[config.mk]
export PLATFORM = sky130hd
export DESIGN_NAME = mod7681_msub_pipe
export DESIGN_NICKNAME = d
export VERILOG_FILES = /design/src/rtl/mod7681_msub_pipe.sv
export SDC_FILE = /design/constraint.sdc
export NUM_CORES = 1
export LEC_CHECK = 0
export BUFFER_PORTS_ARGS = -buffer_cell sky130_fd_sc_hd__buf_4
export CAP_MARGIN = 20
export CORE_MARGIN = 2
export CORE_UTILIZATION = 55
export CTS_CLUSTER_SIZE = 40
export DETAILED_ROUTE_END_ITERATION = 6
export PLACE_DENSITY = 0.71
export REMOVE_ABC_BUFFERS = 1
export SYNTH_ARGS = -nofsm -noshare
export SYNTH_HDL_FRONTEND = slang
export SYNTH_SLANG_ARGS = --single-unit
[constraint.sdc]
create_clock -name clk -period 18.7 [get_ports clk]
set_input_delay 3.74 -clock clk [delete_from_list [all_inputs] [get_ports clk]]
set_output_delay 3.74 -clock clk [all_outputs]
set_load 0.01 [all_outputs]
[src/rtl/mod7681_msub_pipe.sv]
// Streaming 3-stage modular multiply-subtract: result = (ri - a*s) mod 7681, one frame of N_COEFF per start.
// Optional macro MSUB_ADD_MODE_EN adds port op; op=1 selects (ri + a*s) mod 7681 instead.
module mod7681_msub_pipe #(
  parameter int Q       = 7681,
  parameter int N_COEFF = 256,
  parameter int CNT_W   = 9
) (
  input  logic        clk,
  input  logic        rst_n,
  input  logic        start,
  input  logic        in_valid,
  output logic        in_ready,
  input  logic [12:0] ri,
  input  logic [12:0] a,
  input  logic [12:0] s,
`ifdef MSUB_ADD_MODE_EN
  input  logic        op,
`endif
  output logic        out_valid,
  input  logic        out_ready,
  output logic [12:0] result,
  output logic        out_last,
  output logic        busy,
  output logic        done
);
  localparam int STAGES = 3;
  // 2^13 mod Q; the fold bounds below assume Q = 7681 (fold constant 511).
  localparam int FOLD = 8192 - Q;
  localparam logic [13:0] Q14 = 14'(Q);
  localparam logic [CNT_W-1:0] LAST_IDX = CNT_W'(N_COEFF - 1);

  typedef enum logic [1:0] {IDLE, RUN, DRAIN} state_t;

  typedef struct packed {
    logic [12:0] ri;
    logic [25:0] prod;
    logic        last;
`ifdef MSUB_ADD_MODE_EN
    logic        op;
`endif
  } s1_t;

  typedef struct packed {
    logic [12:0] ri;
    logic [12:0] p;
    logic        last;
`ifdef MSUB_ADD_MODE_EN
    logic        op;
`endif
  } s2_t;

  state_t             state;
  logic [CNT_W-1:0]   cnt;
  logic [STAGES:1]    vld_pipe;
  s1_t                s1;
  s2_t                s2;
  logic               stall, in_fire, out_fire;
  logic [13:0]        diff;
  logic [12:0]        res_nxt;
`ifdef MSUB_ADD_MODE_EN
  logic [13:0]        sum;
`endif

  // Full reduction of a 26-bit product: three 2^13 -> 511 folds, then up to 3 subtractions of Q.
  function automatic logic [12:0] red_prod(input logic [25:0] p);
    logic [22:0] f1;
    logic [19:0] f2;
    logic [16:0] f3;
    f1 = 23'(p[25:13]) * 23'(FOLD) + 23'(p[12:0]);
    f2 = 20'(f1[22:13]) * 20'(FOLD) + 20'(f1[12:0]);
    f3 = 17'(f2[19:13]) * 17'(FOLD) + 17'(f2[12:0]);
    if (f3 >= 17'(3 * Q))      f3 = f3 - 17'(3 * Q);
    else if (f3 >= 17'(2 * Q)) f3 = f3 - 17'(2 * Q);
    else if (f3 >= 17'(Q))     f3 = f3 - 17'(Q);
    return 13'(f3);
  endfunction

  assign stall     = vld_pipe[3] & ~out_ready;
  assign in_ready  = (state == RUN) & ~stall;
  assign in_fire   = in_valid & in_ready;
  assign out_valid = vld_pipe[3];
  assign out_fire  = vld_pipe[3] & out_ready;

  always_ff @(posedge clk or negedge rst_n) begin
    if (!rst_n) begin
      state <= IDLE;
      cnt   <= '0;
      busy  <= 1'b0;
      done  <= 1'b0;
    end else begin
      done <= 1'b0;
      case (state)
        IDLE: if (start) begin
          state <= RUN;
          busy  <= 1'b1;
          cnt   <= '0;
        end
        RUN: if (in_fire) begin
          cnt <= cnt + CNT_W'(1);
          if (cnt == LAST_IDX) state <= DRAIN;
        end
        DRAIN: if (out_fire && out_last) begin
          state <= IDLE;
          busy  <= 1'b0;
          done  <= 1'b1;
        end
        default: state <= IDLE;
      endcase
    end
  end

  // S3 arithmetic: 14-bit signed difference, folded back into 0..Q-1 with one add of Q.
  always_comb begin
    diff    = {1'b0, s2.ri} - {1'b0, s2.p};
    res_nxt = diff[13] ? 13'(diff + Q14) : diff[12:0];
`ifdef MSUB_ADD_MODE_EN
    sum = {1'b0, s2.ri} + {1'b0, s2.p};
    if (s2.op) res_nxt = (sum >= Q14) ? 13'(sum - Q14) : sum[12:0];
`endif
  end

  // Whole pipe freezes on a stall, so a held result stays put until it is taken.
  always_ff @(posedge clk or negedge rst_n) begin
    if (!rst_n) begin
      vld_pipe <= '0;
      s1       <= '0;
      s2       <= '0;
      result   <= '0;
      out_last <= 1'b0;
    end else if (!stall) begin
      vld_pipe <= {vld_pipe[STAGES-1:1], in_fire};
      s1.ri    <= ri;
      s1.prod  <= 26'(a) * 26'(s);
      s1.last  <= in_fire && (cnt == LAST_IDX);
`ifdef MSUB_ADD_MODE_EN
      s1.op    <= op;
      s2.op    <= s1.op;
`endif
      // ri <= 8191 < 2Q, so a single subtraction lands in range.
      s2.ri    <= (s1.ri >= 13'(Q)) ? s1.ri - 13'(Q) : s1.ri;
      s2.p     <= red_prod(s1.prod);
      s2.last  <= s1.last;
      result   <= res_nxt;
      out_last <= s2.last;
    end
  end

endmodule

Word-level counts from Yosys, hierarchy flattened
Index checks and enable logic that the tools add are counted.

operators by class
  $add $sub $neg = 10
  multiply operators = 4
  magnitude comparators = 4
  equal/unequal tests = 7
  muxes and demuxes = 18
  bitwise gates (word level) = 6
  reductions and logical operators = 8

operators with widths
  kind                    number
  $mux 13                 5
  $sub 13x13->13 const B  4
  $mul 13x13->26          1
  $add 22x13->23          1
  $mul 13x9->22 const B   1
  $add 19x13->20          1
  $mul 10x9->19 const B   1
  $mux 9                  2
  $pmux 9 s2              1
  $add 16x13->17          1
  $ge 17x13->1 const B    1
  $ge 17x14->1 const B    1
  $ge 17x15->1 const B    1
  $mul 7x9->16 const B    1
  $sub 13x13->14          1
  $add 13x13->13 const B  1
  $ge 13x13->1 const B    1
  $add 9x1->9 const B     1
  $eq 9x8->1 const B      1
  $mux 2                  4
  $ne 2x2->1 const B      3
  $pmux 2 s3              1
  $reduce_and 3->1        2
  $and 1x1->1             4
  other kinds (10)        16

word-level totals
  flip-flop bits (word level) = 97
  input port bits = 44
  output and inout port bits = 18

Longest topological paths before layout
  word-level depth = 10
  mapped depth = 62
  gate-level depth less buffers = 60

Worst setup path after synthesis
OpenSTA, ideal clock, no wires.

  path kind = reg-to-reg
  start = reg s1[20] (netlist name)
  end = reg s2[9] (netlist name)
  library setup time = 0.104 ns
  arrival = 16.089 ns
  setup slack = 2.507 ns
  stages on the path, launching flop included = 55
  clock period less this slack = 16.193 ns
  cell sequence = dfrtp_1 -> fa_1 -> inv_1 -> fa_1 -> inv_1 -> fa_1 -> fa_1 -> inv_1 -> fa_1 -> inv_1 -> ha_1 -> a21oi_1 -> nor2b_1 -> o21ai_0 -> nand2b_1 -> or4_1 -> a31oi_1 -> o31ai_1 -> [19 not listed] -> fa_1 -> fa_1 -> inv_1 -> fa_1 -> inv_1 -> fa_1 -> ha_1 -> nor3b_1 -> a311o_1 -> a311oi_4 -> nand2_1 -> a211o_1 -> a31o_2 -> a211oi_4 -> nor2b_4 -> a21oi_2 -> mux2_1 -> a221oi_1

between the ends
  longest elaborated chain between the ends = 10
  elaborated cells on any way between the ends = 15

ends and longest elaborated chain
  what                                            line  RTL
  start, declared                                 55    s1_t s1;
  $mul 13x9->22 *                                 69    f1 = 23'(p[25:13]) * 23'(FOLD) + 23'(p[12:0]);
  $add 22x13->23 *                                69
  $mul 10x9->19                                   70    f2 = 20'(f1[22:13]) * 20'(FOLD) + 20'(f1[12:0]);
  $add 19x13->20 *                                70
  $mul 7x9->16                                    71    f3 = 17'(f2[19:13]) * 17'(FOLD) + 17'(f2[12:0]);
  $add 16x13->17 *                                71
  $ge 17x13->1 or $sub 13x13->13 (tied branches)  74    else if (f3 >= 17'(Q)) f3 = f3 - 17'(Q);
  $mux 13                                         74
  $mux 13                                         73    else if (f3 >= 17'(2 * Q)) f3 = f3 - 17'(2 * Q);
  $mux 13 *                                       72    if (f3 >= 17'(3 * Q)) f3 = f3 - 17'(3 * Q);
  end, declared                                   56    s2_t s2;

Mark *: on every way between the ends. The rest lies on a longest branch, timed or not.
A chain may end at the register's enable or synchronous reset.

Worst setup path after layout
  start = reg s1[20] (netlist name)
  end = reg s2[7] (netlist name)

Same word-level chain as after synthesis.

==> results.md <==
- Status: completed
- Cts bufs inserted: 9
- Post-route ant nets: 0
- Clk sinks: 97
- First-pass GRT wire length: 66.2 mm
- Insertion delay to the later sink of the worst-skew pair: 360 ps
- CTS tree: yes
- Initial Util: 55.5%
- Worst Reg-to-Reg Cells: 57
- RD Place Congestion: 0.850
- Skew final: 20.2 ps
- Number of global-route vias before repair: 14500
- R2R Path End: s2[7]
- Antenna violations before repair: 0
- Drc violations: 0
- Slew margin rel.: 30.4%
- Clk Tree Root Cell: clkbuf_16
- Hold Vio Cnt, Final: 0
- Final setup fails: 0
- Sequential cell area fraction in the yosys report: 13.1%
- Worst Path Class, Setup: reg -> reg
- CP Capture Type: flip-flop
- GRT Overall Usage: 22.2%
- Post-DP HPWL: 31.6 mm
- Vias: 13900
- Syn_area_per_cell: 8.84 um^2
- Die ar.: 35200 um^2
- Cell taking the most area after synthesis: fa_1
- Post-synth ARST share: 100%
- Slew @ Worst Pin: 1040 ps
- H-tree Lvls: 3
- Crit path top cell by count: fa_1
- RSZ-0062 raised after global routing: false
- Bufs on Longest Clock Path: 2
- Worst Hold Class: reg -> reg
- Crit. Startpoint: s1[20]
- Critical Path Source Type: flip-flop
- Max Slew Vio Count: 0
- Flop-to-flop setup slack: 1720 ps
- Layout area overhead: 6.19%
- Nets@finish: 2664
- Via-to-Cell Ratio: 5.40
- Synth Warn #: 0
- Most common cell after layout, fill and taps aside: inv_1
- Mapped cell area: 18500 um^2
- Iteration-0 DRC Markers: 533
- Main flop type after synthesis: dfrtp_1
- Share of the synthesized area in the top cell type: 28.1%
- WP data required: 18930 ps
- Core area: 33400 um^2
- Worst hold start: vld_pipe[2]
- Max_cap viols: 0
- Slowest CP cell: fa_1
- Period utilisation layout: 90.8%
- R2r startpoint: s1[20]
- Rows: 67
- CTS Hold Bufs: 0
- Critical Path Sink: s2[7]
- Ant. Diodes: 0
- Largest cells by area after synthesis: fa_1 (28%), ha_1 (17%), dfrtp_1 (13%)
- CP bufs+invs: 12
- Gate count after technology mapping: 2097
- Post-Route WL: 37.3 mm
- Register bit total from synthesis: 97
- CP Data Arrival Time: 17210 ps
- Period minus WS final: 16980 ps
- Wire per inst: 14.5 um
- TNS Setup: 0 ps
- Ports: 62
- Critical Path Stages: 57
- Netlist cell types: 77
- Largest net degree at the start of global routing: 90
- FILL cells: 3038
- Die X-Extent: 188 um
- CTS resizes: 0
- Pre-Repair DR Iteration Count: 5
- Fmax: 58.9 MHz
- Setup Buffers After CTS: 0
- Share of cells above drive strength 1: 5.38%
- Die height: 188 um
- Worst Path Max Fanout: 15
- Gr ovfl total: 0
- Post-synth EDFFs: 0
- Port Buf Inserts: 61
- Clock Pin Slew Worst Setup and Hold Paths: 70 ps
- Top delay family on crit path: adder cells
- Most frequent cells in the layout: inv_1 (412), fa_1 (260), nand2_1 (248)
- Crit path largest cell delay: 660 ps
-- cell type report --
class                   instances  area (um^2)  share of cell area [%]
multi-input cells            1527        14300                    72.8
flip-flops and latches         97         2430                    12.3
inverters                     413         1550                    7.88
well taps                     448          561                    2.85
repair buffers                 66          495                    2.52
clock buffers                   9          225                    1.14
clock inverters                 7         83.8                   0.426
-- Yosys cell counts (3+ instances only) --
master / n
a311oi_1: 3
nor4_1: 10
nor3_1: 26
nor2_1: 92
o211ai_1: 5
ha_1: 246
mux2_2: 5
and4_1: 4
o31ai_1: 8
nor2b_1: 13
maj3_1: 3
o21ai_0: 80
inv_1: 412
or4_1: 5
nand4_1: 6
fa_1: 260
a221o_1: 3
nand2_1: 248
a22o_1: 3
nor3b_1: 4
nand2b_1: 14
buf_2: 4
or3_1: 15
a211oi_1: 14
a31oi_1: 18
clkbuf_1: 54
a31o_2: 4
a21o_1: 36
xor2_1: 52
o21bai_1: 7
o21a_1: 12
nand3_1: 27
or2_2: 6
and2_1: 77
a211o_1: 10
mux2i_1: 4
dfrtp_1: 97
xnor2_1: 67
o22ai_1: 3
a2111oi_0: 4
a21oi_1: 80
and3_1: 9
-- sequential cells by signal (all words and copies together), names as in the netlist --
| name | flops |
|---|---|
| result | 13 |
| done | 1 |
| cnt | 9 |
| s1 | 40 |
| out_last | 1 |
| state | 2 |
| busy | 1 |
| vld_pipe | 3 |
| s2 | 27 |
-- worst min path at each step --
stage / slack, ps / cells past startpoint / endpoint
detailed placement: 450 / 1 / vld_pipe[3]
CTS: 460 / 1 / vld_pipe[3]
global placement: 450 / 2 / vld_pipe[2]
finish: 460 / 2 / vld_pipe[2]
global route: 480 / 1 / vld_pipe[3]
floorplan: 430 / 2 / vld_pipe[2]
-- tightest hold or removal path: stages (launching register included) --
cell and delay, ps:
dfrtp_1 330, nand2_1 50, nand2_1 50
-- metrics by stage --
stage	worst slack, ps	cell area [um^2]	utilization [%]	instances	hold slack, ps
global placement	2140	19400	58.0	2551	446
floorplan	2350	18300	-	2037	430
finish	1720	19700	59.0	2567	461
global route	479	19700	59.0	2567	478
detailed placement	1700	19400	58.0	2551	446
CTS	1700	19700	59.0	2567	457
-- logic make-up (layout without fill, tap and decap cells) --
group                    Yosys count  in the layout  synth area share, %
AO/OA/AOI/OAI                    323            323                 11.6
XOR/XNOR                         122            122                 5.92
adder cells (fa/ha/maj)          509            509                 44.9
buffers and inverters            473            495                 9.61
flip-flops                        97             97                 13.1
multiplexers                      11             11                0.642
AND/OR/NAND/NOR                  562            562                 14.3
-- per-layer routing --
layer	wire length, um	global-route usage (%)	vias up
met5	0	0	-
met4	333	3.48	0
met3	947	2.17	34
met2	19100	40.0	191
met1	17000	29.6	6874
li1	-	-	6755
Power is left out: the tool's default activity adds up to more than one toggle a clock period on the data nets, which glitch-free logic cannot reach.
